<file path="config.mk">
export PLATFORM = sky130hd
export DESIGN_NAME = sequence_player_flat
export DESIGN_NICKNAME = d
export VERILOG_FILES = /design/src/rtl/simon_pkg.sv /design/src/rtl/sequence_player_if.sv /design/src/rtl/phase_timer.sv /design/src/rtl/sequence_player.sv /design/src/flat_wrapper.sv
export SDC_FILE = /design/constraint.sdc
export NUM_CORES = 1
export LEC_CHECK = 0
export ABC_AREA = 1
export CORE_MARGIN = 2
export CORE_UTILIZATION = 36
export CTS_BUF_LIST = sky130_fd_sc_hd__clkbuf_8
export DETAILED_ROUTE_END_ITERATION = 8
export PLACE_DENSITY = 0.7
export SLEW_MARGIN = 20
export SYNTH_ARGS = -nofsm -noshare
export SYNTH_HDL_FRONTEND = slang
export SYNTH_SLANG_ARGS = --single-unit
</file>
<file path="constraint.sdc">
create_clock -name clk -period 3.3 [get_ports clk]
set_clock_uncertainty 0.2 [all_clocks]
set_input_delay 0.66 -clock clk [delete_from_list [all_inputs] [get_ports clk]]
set_output_delay 0.66 -clock clk [all_outputs]
set_load 0.005 [all_outputs]
</file>
<file path="src/rtl/simon_pkg.sv">
// Shared types and constants for the sequence playback path of the Simon game.
package simon_pkg;

  localparam int SEQ_LEN = 100;

  typedef logic [1:0] color_t;

  typedef enum logic [1:0] {
    IDLE,
    SHOW,
    GAP
  } player_state_t;

  // Tone half-periods in clock cycles, one per colour; entry 0 is the largest.
  localparam int unsigned TONE_HALF [4] = '{95_556, 75_843, 63_776, 47_778};

  // Width of a down-counter that must hold values up to n-1; never zero.
  function automatic int count_width(input int unsigned n);
    return (n > 1) ? $clog2(n) : 1;
  endfunction

endpackage

</file>
<file path="src/rtl/sequence_player_if.sv">
// Control and display bundle between the game controller and sequence_player.
interface sequence_player_if;
  import simon_pkg::*;

  logic       play;
  logic [6:0] level;
  color_t     game_sequence [SEQ_LEN];
  logic [3:0] leds;
  logic       busy;
  logic       done;
  logic [6:0] index;
  logic       tone;

  modport master (
    output play, level, game_sequence,
    input  leds, busy, done, index, tone
  );

  modport slave (
    input  play, level, game_sequence,
    output leds, busy, done, index, tone
  );

endinterface

</file>
<file path="src/rtl/phase_timer.sv">
// Loadable down-counter that parks at zero; zero flags expiry of the loaded span.
module phase_timer #(
  parameter int WIDTH = 8
) (
  input  logic             clk,
  input  logic             rst_n,
  input  logic             load,
  input  logic [WIDTH-1:0] value,
  output logic             zero
);

  logic [WIDTH-1:0] count;

  // NOTE: sequential state uses non-blocking (<=) so every register samples pre-edge values.
  always_ff @(posedge clk or negedge rst_n) begin
    if (!rst_n) begin
      count <= '0;
    end else if (load) begin
      count <= value;
    end else if (count != '0) begin
      count <= count - WIDTH'(1);
    end
  end

  assign zero = (count == '0);

endmodule

</file>
<file path="src/rtl/sequence_player.sv">
// Plays entries 0..level-1 of the game sequence as timed LED flashes, then pulses done.
// Define SEQ_PLAYER_TONE_EN to add a per-colour square-wave tone during each flash.
module sequence_player
  import simon_pkg::*;
#(
  parameter int ON_CYCLES  = 25_000_000,
  parameter int OFF_CYCLES = 12_500_000
) (
  input  logic              clk,
  input  logic              rst_n,
  sequence_player_if.slave  bus
);

  localparam int TW = count_width((ON_CYCLES > OFF_CYCLES) ? ON_CYCLES : OFF_CYCLES);
  localparam logic [TW-1:0] ON_LOAD  = TW'(ON_CYCLES - 1);
  localparam logic [TW-1:0] OFF_LOAD = TW'(OFF_CYCLES - 1);
  localparam logic [6:0]    SEQ_MAX  = 7'(SEQ_LEN);

  player_state_t state, state_next;
  logic [6:0]    lvl, index_q, index_inc, clamped;
  color_t        colour, colour_next;
  logic          done_q;
  logic          start, advance, finish;
  logic          timer_load, timer_zero;
  logic [TW-1:0] timer_value;

  assign clamped     = (bus.level > SEQ_MAX) ? SEQ_MAX : bus.level;
  assign index_inc   = index_q + 7'd1;
  assign colour_next = bus.game_sequence[start ? 7'd0 : index_inc];

  always_ff @(posedge clk or negedge rst_n) begin
    if (!rst_n) begin
      state   <= IDLE;
      lvl     <= '0;
      index_q <= '0;
      colour  <= '0;
      done_q  <= 1'b0;
    end else begin
      state  <= state_next;
      done_q <= finish;
      if (start) begin
        lvl     <= clamped;
        index_q <= '0;
      end else if (advance) begin
        index_q <= index_inc;
      end
      if (start || advance) colour <= colour_next;
    end
  end

  // NOTE: every signal assigned here gets a default first, so no latch can be inferred.
  always_comb begin
    state_next  = state;
    start       = 1'b0;
    advance     = 1'b0;
    finish      = 1'b0;
    timer_load  = 1'b0;
    timer_value = ON_LOAD;
    case (state)
      IDLE: begin
        if (bus.play) begin
          start = 1'b1;
          if (clamped == '0) begin
            finish = 1'b1;
          end else begin
            state_next = SHOW;
            timer_load = 1'b1;
          end
        end
      end
      SHOW: begin
        if (timer_zero) begin
          state_next  = GAP;
          timer_load  = 1'b1;
          timer_value = OFF_LOAD;
        end
      end
      GAP: begin
        if (timer_zero) begin
          if (index_q == lvl - 7'd1) begin
            state_next = IDLE;
            finish     = 1'b1;
          end else begin
            state_next = SHOW;
            advance    = 1'b1;
            timer_load = 1'b1;
          end
        end
      end
      default: state_next = IDLE;
    endcase
  end

  always_comb begin
    bus.leds  = (state == SHOW) ? (4'b0001 << colour) : 4'b0000;
    bus.busy  = (state != IDLE);
    bus.done  = done_q;
    bus.index = index_q;
  end

  phase_timer #(.WIDTH(TW)) u_phase_timer (
    .clk   (clk),
    .rst_n (rst_n),
    .load  (timer_load),
    .value (timer_value),
    .zero  (timer_zero)
  );

`ifdef SEQ_PLAYER_TONE_EN
  localparam int TONE_W = count_width(TONE_HALF[0]);

  logic              show_entry, tone_load, tone_zero, tone_q;
  logic [TONE_W-1:0] tone_value;

  assign show_entry = (state_next == SHOW) && (state != SHOW);
  assign tone_load  = show_entry || ((state == SHOW) && (state_next == SHOW) && tone_zero);
  assign tone_value = TONE_W'(TONE_HALF[show_entry ? colour_next : colour] - 1);

  phase_timer #(.WIDTH(TONE_W)) u_tone_timer (
    .clk   (clk),
    .rst_n (rst_n),
    .load  (tone_load),
    .value (tone_value),
    .zero  (tone_zero)
  );

  // Phase restarts low at every flash and is forced low outside SHOW.
  always_ff @(posedge clk or negedge rst_n) begin
    if (!rst_n) begin
      tone_q <= 1'b0;
    end else if ((state_next != SHOW) || show_entry) begin
      tone_q <= 1'b0;
    end else if (tone_zero) begin
      tone_q <= ~tone_q;
    end
  end

  assign bus.tone = tone_q;
`else
  assign bus.tone = 1'b0;
`endif

endmodule

</file>
<file path="src/flat_wrapper.sv">
// flat-port wrapper written by rule: the top's interface ports become plain ports
module sequence_player_flat import simon_pkg::*;
#(
  parameter int ON_CYCLES  = 25_000_000,
  parameter int OFF_CYCLES = 12_500_000
)
  (clk, rst_n, bus_play, bus_level, bus_game_sequence, bus_leds, bus_busy, bus_done, bus_index, bus_tone);
  sequence_player_if bus_i ();
  input  logic clk;
  input  logic rst_n;
  input wire logic [$bits(bus_i.play)-1:0] bus_play;
  input wire logic [$bits(bus_i.level)-1:0] bus_level;
  input wire logic [$bits(bus_i.game_sequence)-1:0] bus_game_sequence;
  output wire logic [$bits(bus_i.leds)-1:0] bus_leds;
  output wire logic [$bits(bus_i.busy)-1:0] bus_busy;
  output wire logic [$bits(bus_i.done)-1:0] bus_done;
  output wire logic [$bits(bus_i.index)-1:0] bus_index;
  output wire logic [$bits(bus_i.tone)-1:0] bus_tone;
  assign bus_i.play = bus_play;
  assign bus_i.level = bus_level;
  assign bus_i.game_sequence = {>>{bus_game_sequence}};
  assign bus_leds = bus_i.leds;
  assign bus_busy = bus_i.busy;
  assign bus_done = bus_i.done;
  assign bus_index = bus_i.index;
  assign bus_tone = bus_i.tone;
  sequence_player #(.ON_CYCLES(ON_CYCLES), .OFF_CYCLES(OFF_CYCLES)) u_core (.clk(clk), .rst_n(rst_n), .bus(bus_i));
endmodule
</file>
; Word-level counts from Yosys, hierarchy flattened
; Cells that the tools add are included.
[totals]
inputBits = 210
output_inout_bits = 14
reg_bits = 44
wordCells = 61
[op_classes]
shift = 1
bitwise = 1
reduce_logical = 9
muxes = 32
n_eq_ne = 7
order_cmp = 2
n_addsub = 3
[ops]
columns = cell, n
row1 = $mux W25, 4
row2 = $mux W7, 4
row3 = $logic_not A25 Y1, 1
row4 = $reduce_bool A25 Y1, 1
row5 = $sub A25 B1 Y25 const B, 1
row6 = $bmux W2 S7, 1
row7 = $mux W1, 13
row8 = $mux W2, 6
row9 = $ge A8 B8 Y1 const B, 1
row10 = $not A7 Y8, 1
row11 = $add A7 B1 Y7 const B, 1
row12 = $eq A7 B7 Y1, 1
row13 = $gt A7 B7 Y1 const B, 1
row14 = $logic_not A7 Y1, 1
row15 = $sub A7 B1 Y7 const B, 1
row16 = $pmux W2 S3, 1
row17 = $reduce_bool A2 Y1, 3
row18 = $mux W4, 1
row19 = $ne A2 B1 Y1 const B, 2
row20 = $ne A2 B2 Y1 const B, 2
row21 = $reduce_and A4 Y1, 1
row22 = $shl A1 B2 Y4 const A, 1
row23 = $pmux W1 S3, 1
row24 = $eq A2 B1 Y1 const B, 1
row25 = other kinds (4), 4

; Longest topological paths before layout
; Gate-level depths: netlist of the first run.
[logic_depth]
word_depth = 7
ltp_mapped = 19
mapped_depth_nobuf = 18

; Modules after synthesis
; A second synthesis of the first run with hierarchy kept.
[unflattened]
cells_unflattened = 997
area_unflattened_um2 = 5624.1
[by_module_without_submodules]
columns = mod, area_per_inst_um2, instances, cells_each, seq_area_each_um2
row1 = sequence_player, 3882.5, 1, 764, 475.5
row2 = phase_timer, 1741.7, 1, 233, 625.6

; Least setup slack after synthesis of the first run
; No wires, ideal clock.
[synth_path]
kind = reg-to-reg
start = register u_core.index_q[1], in the netlist u_core.bus.index[1]
end = register u_core.colour[0]
t_arrival_ns = 1.773
required_time_ns = 2.976
stages_incl_launch_ff = 13
slack_ns = 1.204
setup_ns = 0.124
path_buffers = 2
period_less_slack_ns = 2.096
cell_sequence = dfrtp_1 ha_1 clkbuf_1 buf_1 nand3_1 nand3_1 nand2_1 nand2_1 nand2_1 inv_1 nand2_1 nand2_1 nand3_1
[synth_between]
elab_chain_cells = 6
word_cells_on_any_way = 11
classes_between = add/sub: 1 / eq/ne: 1 / mux: 7 / bitwise: 1 / reduce/logical: 1
[synth_rtl]
columns = item, line
row1 = start: declaration, sequence_player.sv:20  ; logic [6:0] lvl, index_q, index_inc, clamped;
row2 = start signal: assignment, sequence_player.sv:45  ; index_q <= index_inc;
row3 = $add A7 B1 Y7, sequence_player.sv:28  ; assign index_inc = index_q + 7'd1;
row4 = $mux W7, sequence_player.sv:29  ; assign colour_next = bus.game_sequence[start ? 7'd0 : index_inc];
row5 = $not A7 Y8, sequence_player.sv:29
row6 = $bmux W2 S7, sequence_player.sv:29
row7 = $mux W2 (2 in series), sequence_player.sv:29
row8 = end signal: assignment, sequence_player.sv:47  ; if (start || advance) colour <= colour_next;
row9 = end: declaration, sequence_player.sv:21  ; color_t colour, colour_next;
; Parallel ways exist; a longest one is shown, timed or not. The select of a mux whose other input is x is not followed.
; A chain may end at the register's enable or synchronous reset.

; Worst setup path after layout of the first run
[layout_path]
start = register u_core.state[0]
end = output bus_leds[0]
[layout_between]
elab_chain_cells = 2
[layout_rtl]
columns = item, line
row1 = start: declaration, sequence_player.sv:19  ; player_state_t state, state_next;
row2 = start signal: assignment, sequence_player.sv:39  ; state <= state_next;
row3 = $eq A2 B1 Y1, sequence_player.sv:95  ; bus.leds = (state == SHOW) ? (4'b0001 << colour) : 4'b0000;
row4 = $mux W4, sequence_player.sv:95
row5 = end: declaration, flat_wrapper.sv:14  ; output wire logic [$bits(bus_i.leds)-1:0] bus_leds;
; No other way between the ends.

==> results of run 1 <==
==> registers in the layout, indices dropped and copies added (netlist names) <==
name                        count
u_core.state                    2
u_core.colour                   2
u_core.u_phase_timer.count     25
u_core.bus.done                 1
u_core.bus.index                7
u_core.lvl                      7
==> per-stage QoR <==
step | util | total power, W
2_1_floorplan | - | 0.000644
3_3_place_gp | 0.527 | 0.000927
3_5_place_dp | 0.527 | 0.000928
4_1_cts | 0.533 | 0.00128
5_1_grt | 0.533 | 0.00134
6_report | 0.533 | 0.00126
==> kinds of logic after synthesis <==
group | share of synthesized area
AND/OR/NAND/NOR | 0.516
buffers and inverters | 0.145
AO/OA/AOI/OAI | 0.0786
flip-flops | 0.210
XOR/XNOR | 0.0402
adder cells (fa/ha/maj) | 0.00956
other | 0.000717
==> metal layers <==
layer  vias up  track usage  part of all wire
li1       3329            -                 -
met1      2900        0.303              0.43
met2       204        0.434              0.49
met3        34       0.0442             0.057
met4         0       0.0714             0.027
met5         -            0                 0
==> report_power, final <==
group / switching, W / internal, W / total (W) / leakage (nW)
clock: 0.000182 / 0.000165 / 0.000347 / 0.0538
sequential: 0.00000164 / 0.000540 / 0.000541 / 0.502
combinational: 0.000107 / 0.000268 / 0.000374 / 3.22
==> cell usage after synthesis <==
| library cell | n | share of area |
|---|---|---|
| sky130_fd_sc_hd__or2_2 | 18 | 0.022 |
| sky130_fd_sc_hd__conb_1 | 1 | 0.00072 |
| sky130_fd_sc_hd__xnor2_1 | 7 | 0.012 |
| sky130_fd_sc_hd__buf_1 | 2 | 0.0014 |
| sky130_fd_sc_hd__buf_2 | 14 | 0.013 |
| sky130_fd_sc_hd__o21ai_1 | 9 | 0.0086 |
| sky130_fd_sc_hd__nand4_1 | 3 | 0.0036 |
| sky130_fd_sc_hd__o211ai_1 | 3 | 0.0043 |
| sky130_fd_sc_hd__o21ai_0 | 34 | 0.033 |
| sky130_fd_sc_hd__nand3_2 | 2 | 0.0038 |
| sky130_fd_sc_hd__clkbuf_1 | 18 | 0.013 |
| sky130_fd_sc_hd__a32o_1 | 1 | 0.0019 |
| sky130_fd_sc_hd__buf_6 | 3 | 0.0065 |
| sky130_fd_sc_hd__o22ai_1 | 2 | 0.0024 |
| sky130_fd_sc_hd__o31ai_1 | 2 | 0.0029 |
| sky130_fd_sc_hd__nor2_4 | 2 | 0.0043 |
| sky130_fd_sc_hd__nor2_2 | 2 | 0.0024 |
| sky130_fd_sc_hd__inv_2 | 10 | 0.0072 |
| sky130_fd_sc_hd__inv_1 | 126 | 0.090 |
| sky130_fd_sc_hd__nand3b_1 | 6 | 0.0086 |
| sky130_fd_sc_hd__ha_1 | 4 | 0.0096 |
| sky130_fd_sc_hd__nand2_1 | 289 | 0.21 |
| sky130_fd_sc_hd__nor3_2 | 2 | 0.0038 |
| sky130_fd_sc_hd__nor4_1 | 3 | 0.0036 |
| sky130_fd_sc_hd__xor2_1 | 17 | 0.028 |
| sky130_fd_sc_hd__dfrtp_1 | 44 | 0.21 |
| sky130_fd_sc_hd__a21oi_1 | 12 | 0.011 |
| sky130_fd_sc_hd__o21bai_1 | 2 | 0.0029 |
| sky130_fd_sc_hd__nor2_8 | 1 | 0.0038 |
| sky130_fd_sc_hd__o2111ai_1 | 6 | 0.010 |
| sky130_fd_sc_hd__nand2_8 | 1 | 0.0038 |
| sky130_fd_sc_hd__nand3_1 | 141 | 0.13 |
| sky130_fd_sc_hd__nor2_1 | 127 | 0.091 |
| sky130_fd_sc_hd__or2_4 | 1 | 0.0017 |
| sky130_fd_sc_hd__buf_4 | 9 | 0.013 |
| sky130_fd_sc_hd__nor3_1 | 12 | 0.011 |
| sky130_fd_sc_hd__nand2_2 | 5 | 0.0060 |
| sky130_fd_sc_hd__o21ai_2 | 1 | 0.0017 |
| sky130_fd_sc_hd__nand2_4 | 2 | 0.0043 |
==> critical path, stage by stage (launching register included) <==
cell	delay, ps
sky130_fd_sc_hd__dfrtp_1	420
sky130_fd_sc_hd__inv_1	80
sky130_fd_sc_hd__nor2_1	80
sky130_fd_sc_hd__inv_1	150
sky130_fd_sc_hd__nor3_1	180
sky130_fd_sc_hd__clkdlybuf4s50_1	540
==> cell type report <==
cell class	instances	area, um2	area share
Clock buffer	6	82.6	0.0108
Clock inverter	2	7.51	0.000981
Inverter	136	510	0.0667
Multi-Input combinational cell	718	3380	0.441
Sequential cell	44	1100	0.144
Tap cell	184	230	0.0301
Timing Repair Buffer	236	2350	0.307
==> worst max path at each step <==
stage | start | endpoint | slack (ps) | depth (start not counted)
5_1_grt | bus_play | u_core.colour[1] | 480 | 14
6_report | u_core.state[0] | bus_leds[0] | 690 | 5
4_1_cts | u_core.state[0] | bus_leds[0] | 660 | 5
3_5_place_dp | bus_level[4] | u_core.u_phase_timer.count[9] | 410 | 11
2_1_floorplan | u_core.bus.index[1] | u_core.colour[0] | 1200 | 12
3_3_place_gp | bus_level[4] | u_core.u_phase_timer.count[15] | 430 | 11
==> metrics.cfg, run 1 <==
[run_status]
run_status=finished clean

[flow_run]
max_cap_viol_count=0

[cts]
cts.reportedPaths.clkPinSlew_ps=80
clock-sinks=44
cts_tree=done
clk_latency_ps=300
hold_buffers=0
post_cts.resized_instances=0
clockRootBuffer=sky130_fd_sc_hd__clkbuf_8
ctsHtreeMaxLevel=2
cts.path.max_buffers=2
post_cts.repair.setup_buffers=0
cts_buffers=5

[timing]
finalWorstSetupSlack_ps=695
setup_tns_ps=0
finalHoldViolCount=0
hold_slack_ps=134
max_freq_ghz=0.384
tightestPinTransition_ps=536
grt_setup_unrepaired=no
final.period_utilization=0.789
period_needed_ps=2610
setup_violations=0
max_slew_margin=0.643
maxSlewViolCount=0

[drt]
detail_route.vias_per_cell=4.88
firstDrtPassIters=5
vias=6467
detail-route-antenna-nets=0
drcViolationCount=0
drt-wirelength-per-cell_um=14.7
dr.first_iter.drc_count=366
drt-total-wl_mm=19.5

[finish]
layout.cell_area.non_filler_um2=7660
top_library_cells_by_usage_in_the_layout_fill_and_taps_aside=sky130_fd_sc_hd__nand2_1, sky130_fd_sc_hd__clkdlybuf4s50_1, sky130_fd_sc_hd__nand3_1
design.final.nets=1355
layout_commonest_cell=sky130_fd_sc_hd__nand2_1
drive_above_1_share=0.0604
layoutNonFillerInstCount=1326
filler_cell_count=1480
area_growth_syn_to_layout_pct=46.3
antenna_diodes=0

[placement]
gp_routability_congestion=0.928
place_worst_setup_slack_ps=409
placedInstanceArea_um2=7570
place.port_buffers=222
placedCellCount=1318
detailedPlacementHpwl_mm=15.9

[setup_path]
critical_path.startpoint_type=flip-flop
rr_endpoint=u_core.colour[0]
regToRegStartpoint=u_core.bus.index[1]
crit_arrival_ps=1750
setup.worst_path.class=reg2out
critPathRequiredTime_ps=2440
critical_path_peak_fanout=6
reg_to_reg_slack_setup_ps=860
crit_end_category=output pin
timing.reg2reg.worst_path_depth=16

[die]
pin_count=224
initial_utilization=0.364
row_count=44
floorplan.die.height_um=125
fp.dieArea_um2=15500
chipWidth_um=125
placeableCoreArea_um2=14400

[logic_synthesis]
synth.ff_latch_count=44
synthesis.instances=944
synth-warning-count=0
synth-seq-area-share=0.210
synth.avg_cell_area_um2=5.54
mappedNetlistArea_um2=5230
yosysUniqueCellTypes=39
syn-num-nets=1158

[global_route]
grt_first_pass_wirelength_mm=31.3
groute.usage.overall=0.245
grt_remaining_overflow=0
pin_count_of_the_biggest_net_entering_global_routing=76
grt_pass1_vias=6249
grt_antenna_before_repair=0

[power_and_ir_drop]
cellPowerDensity_nw_per_um2=165
leakagePower_nw=3.77
power.ir.vdd_worst_uv=142

[min_path]
min-delay-path-class=in2async

(Power assumes the default switching activity.)
==> inputs of run 2 (changes only) <==
==> constraint.sdc (replaced) <==
create_clock -name clk -period 2.6 [get_ports clk]
set_clock_uncertainty 0.2 [all_clocks]
set_input_delay 0.52 -clock clk [delete_from_list [all_inputs] [get_ports clk]]
set_output_delay 0.52 -clock clk [all_outputs]
set_load 0.005 [all_outputs]
==> run 2 against run 1 <==
Effect of this change: die area is the same; sequential share of layout area decreased by 0.69 points; design area increased by 5.1%; sequential cell count is the same; count of clock-buffer cells in the layout stayed put; final cell count up 2.5%; total power up 27%; non-clock buffer count grew 32; sequential power up 27%; routed wire length up 2.0%; combinational power rose by 29%; critical path type unchanged.
==> metrics.cfg, run 2 (synthesis results as in run 1) <==
[timing]
period_needed_ps=2400
finalHoldViolCount=0  ; unchanged
maxSlewViolCount=0  ; unchanged
max_freq_ghz=0.417
grt_setup_unrepaired=no  ; unchanged
max_slew_margin=0.661  ; was 0.643
final.period_utilization=0.921
setup_violations=0  ; unchanged
tightestPinTransition_ps=508  ; was 536 ps

[power_and_ir_drop]
sw_frac_of_total=0.225  ; was 0.230
cellPowerDensity_nw_per_um2=199  ; was 165 nW/um2
power_report.internal_total_w=0.00124  ; was 0.000972 W
switchingPower_w=0.000359  ; was 0.000290 W
power_frac_clock=0.268  ; was 0.275
leakagePower_nw=3.99  ; was 3.77 nW
power.share.sequential=0.430  ; was 0.429
power.ir.vdd_worst_uv=201  ; was 142 uV
power_frac_comb=0.302  ; was 0.296

[finish]
design.final.nets=1387  ; was 1355
final_util=0.560  ; was 0.533
largest_register_ff_count=25  ; unchanged
drive_above_1_share=0.0869  ; was 0.0604
top_library_cells_by_usage_in_the_layout_fill_and_taps_aside=sky130_fd_sc_hd__nand2_1, sky130_fd_sc_hd__clkdlybuf4s50_1, sky130_fd_sc_hd__nand3_1  ; unchanged
largest_register=u_core.u_phase_timer.count  ; unchanged
layout.cell_area.non_filler_um2=8040  ; was 7660 um2
layout_commonest_cell=sky130_fd_sc_hd__nand2_1  ; unchanged
area_growth_syn_to_layout_pct=53.7  ; was 46.3%

[flow_run]
max_cap_viol_count=0  ; unchanged

[die]
floorplan.die.height_um=125  ; unchanged
fp.dieArea_um2=15500  ; unchanged
row_count=44  ; unchanged
chipWidth_um=125  ; unchanged
initial_utilization=0.364  ; unchanged
pin_count=224  ; unchanged
placeableCoreArea_um2=14400  ; unchanged

[setup_path]
critPathRequiredTime_ps=1880  ; was 2440 ps
crit_arrival_ps=1680  ; was 1750 ps
path_cells=inv_1, nor2_1, inv_2, nor3_1, clkdlybuf4s50_1  ; was inv_1, nor2_1, inv_1, nor3_1, clkdlybuf4s50_1
critical_path_peak_fanout=6  ; unchanged
critical_path.startpoint_type=flip-flop  ; unchanged
crit_end_category=output pin  ; unchanged
setup.worst_path.class=reg2out  ; unchanged
largest_stage_delay_worst_path_ps=530  ; was 540 ps
slowest_stage=sky130_fd_sc_hd__clkdlybuf4s50_1  ; unchanged

[drt]
detail_route.vias_per_cell=4.85  ; was 4.88
drcViolationCount=0  ; unchanged
detail-route-antenna-nets=0  ; unchanged
drt-total-wl_mm=19.9  ; was 19.5 mm
vias=6587  ; was 6467
drt-wirelength-per-cell_um=14.6  ; was 14.7 um
firstDrtPassIters=7  ; was 5
dr.first_iter.drc_count=374  ; was 366

[cts]
cts_buffers=5  ; unchanged
cts.path.max_buffers=2  ; unchanged
post_cts.repair.setup_buffers=0  ; unchanged
clockRootBuffer=sky130_fd_sc_hd__clkbuf_8  ; unchanged
cts_tree=done  ; unchanged
ctsHtreeMaxLevel=2  ; unchanged
cts.reportedPaths.clkPinSlew_ps=80  ; about the same
clock-sinks=44  ; unchanged
clk_latency_ps=290  ; was 300 ps

[placement]
placedInstanceArea_um2=7900  ; was 7570 um2
gp_routability_congestion=0.926  ; was 0.928
detailedPlacementHpwl_mm=16.2  ; was 15.9 mm
place.port_buffers=222  ; unchanged

[global_route]
pin_count_of_the_biggest_net_entering_global_routing=48  ; was 76
grt_first_pass_wirelength_mm=32.6  ; was 31.3 mm
grt_antenna_before_repair=1  ; was 0
groute.usage.overall=0.255  ; was 0.245
grt_pass1_vias=6629  ; was 6249
grt_remaining_overflow=0  ; unchanged

[min_path]
min-delay-path-class=reg2reg  ; was in2async

[run_status]
run_status=finished clean  ; unchanged

-- run 2: power groups by stage --
stage,registers [W],logic [W],clock network [W]
5_1_grt,0.000688,0.000530,0.000469
3_5_place_dp,0.000701,0.000481,0
6_report,0.000687,0.000482,0.000428
2_1_floorplan,0.000700,0.000117,0
4_1_cts,0.000687,0.000484,0.000446
3_3_place_gp,0.000701,0.000483,0
-- run 2: stage by stage --
stage	hold WS [ps]	power, W	setup WS (ps)	cells	TNS [ps]
finish	317	0.00160	204	1359	0
global placement	295	0.00118	-94.8	1348	-178
global route	366	0.00169	22.8	1359	0
floorplan	24.4	0.000817	504	944	0
CTS	315	0.00162	145	1357	0
detailed placement	289	0.00118	-128	1348	-229
-- run 2: layout make-up --
class	instances	area, um2
tap	184	230
antenna	1	2.50
timing repair buffer	268	2720
clock buffer	6	82.6
sequential	44	1100
fill	1476	6320
inverter	136	510
clock inverter	2	7.51
multi-input combinational	718	3390
-- run 2: timing repair --
| action | in CTS | in global routing |
|---|---|---|
| setup endpoints to repair | 0 | 4 |
| resized for setup | 0 | 4 |
| hold buffers | 1 | 0 |
| endpoints found under the hold margin | 19 | 0 |
-- run 2: worst paths after layout --
| kind | startpoint | to | slack, ps | cells past startpoint |
|---|---|---|---|---|
| max reg2reg | u_core.u_phase_timer.count[1] | u_core.u_phase_timer.count[7] | 260 | 13 |
| min in group asynchronous | rst_n | u_core.u_phase_timer.count[22] | 540 | 2 |
| max in group asynchronous | rst_n | u_core.lvl[6] | 1100 | 3 |
| max | u_core.state[0] | bus_leds[3] | 200 | 5 |
| min reg2reg | u_core.lvl[6] | u_core.lvl[6] | 320 | 2 |
| min | u_core.lvl[6] | u_core.lvl[6] | 320 | 2 |
-- run 2: routing by layer --
metal,part of all wire,GRT usage
met2,0.50,0.463
met3,0.059,0.0477
met4,0.035,0.0859
met1,0.41,0.300
met5,0,0
-- run 2: critical path, delay by kind of cell (launching register included) --
family,cells,cell delay (ps)
buffers and inverters,3,700
flip-flops,1,420
AND/OR/NAND/NOR,2,270
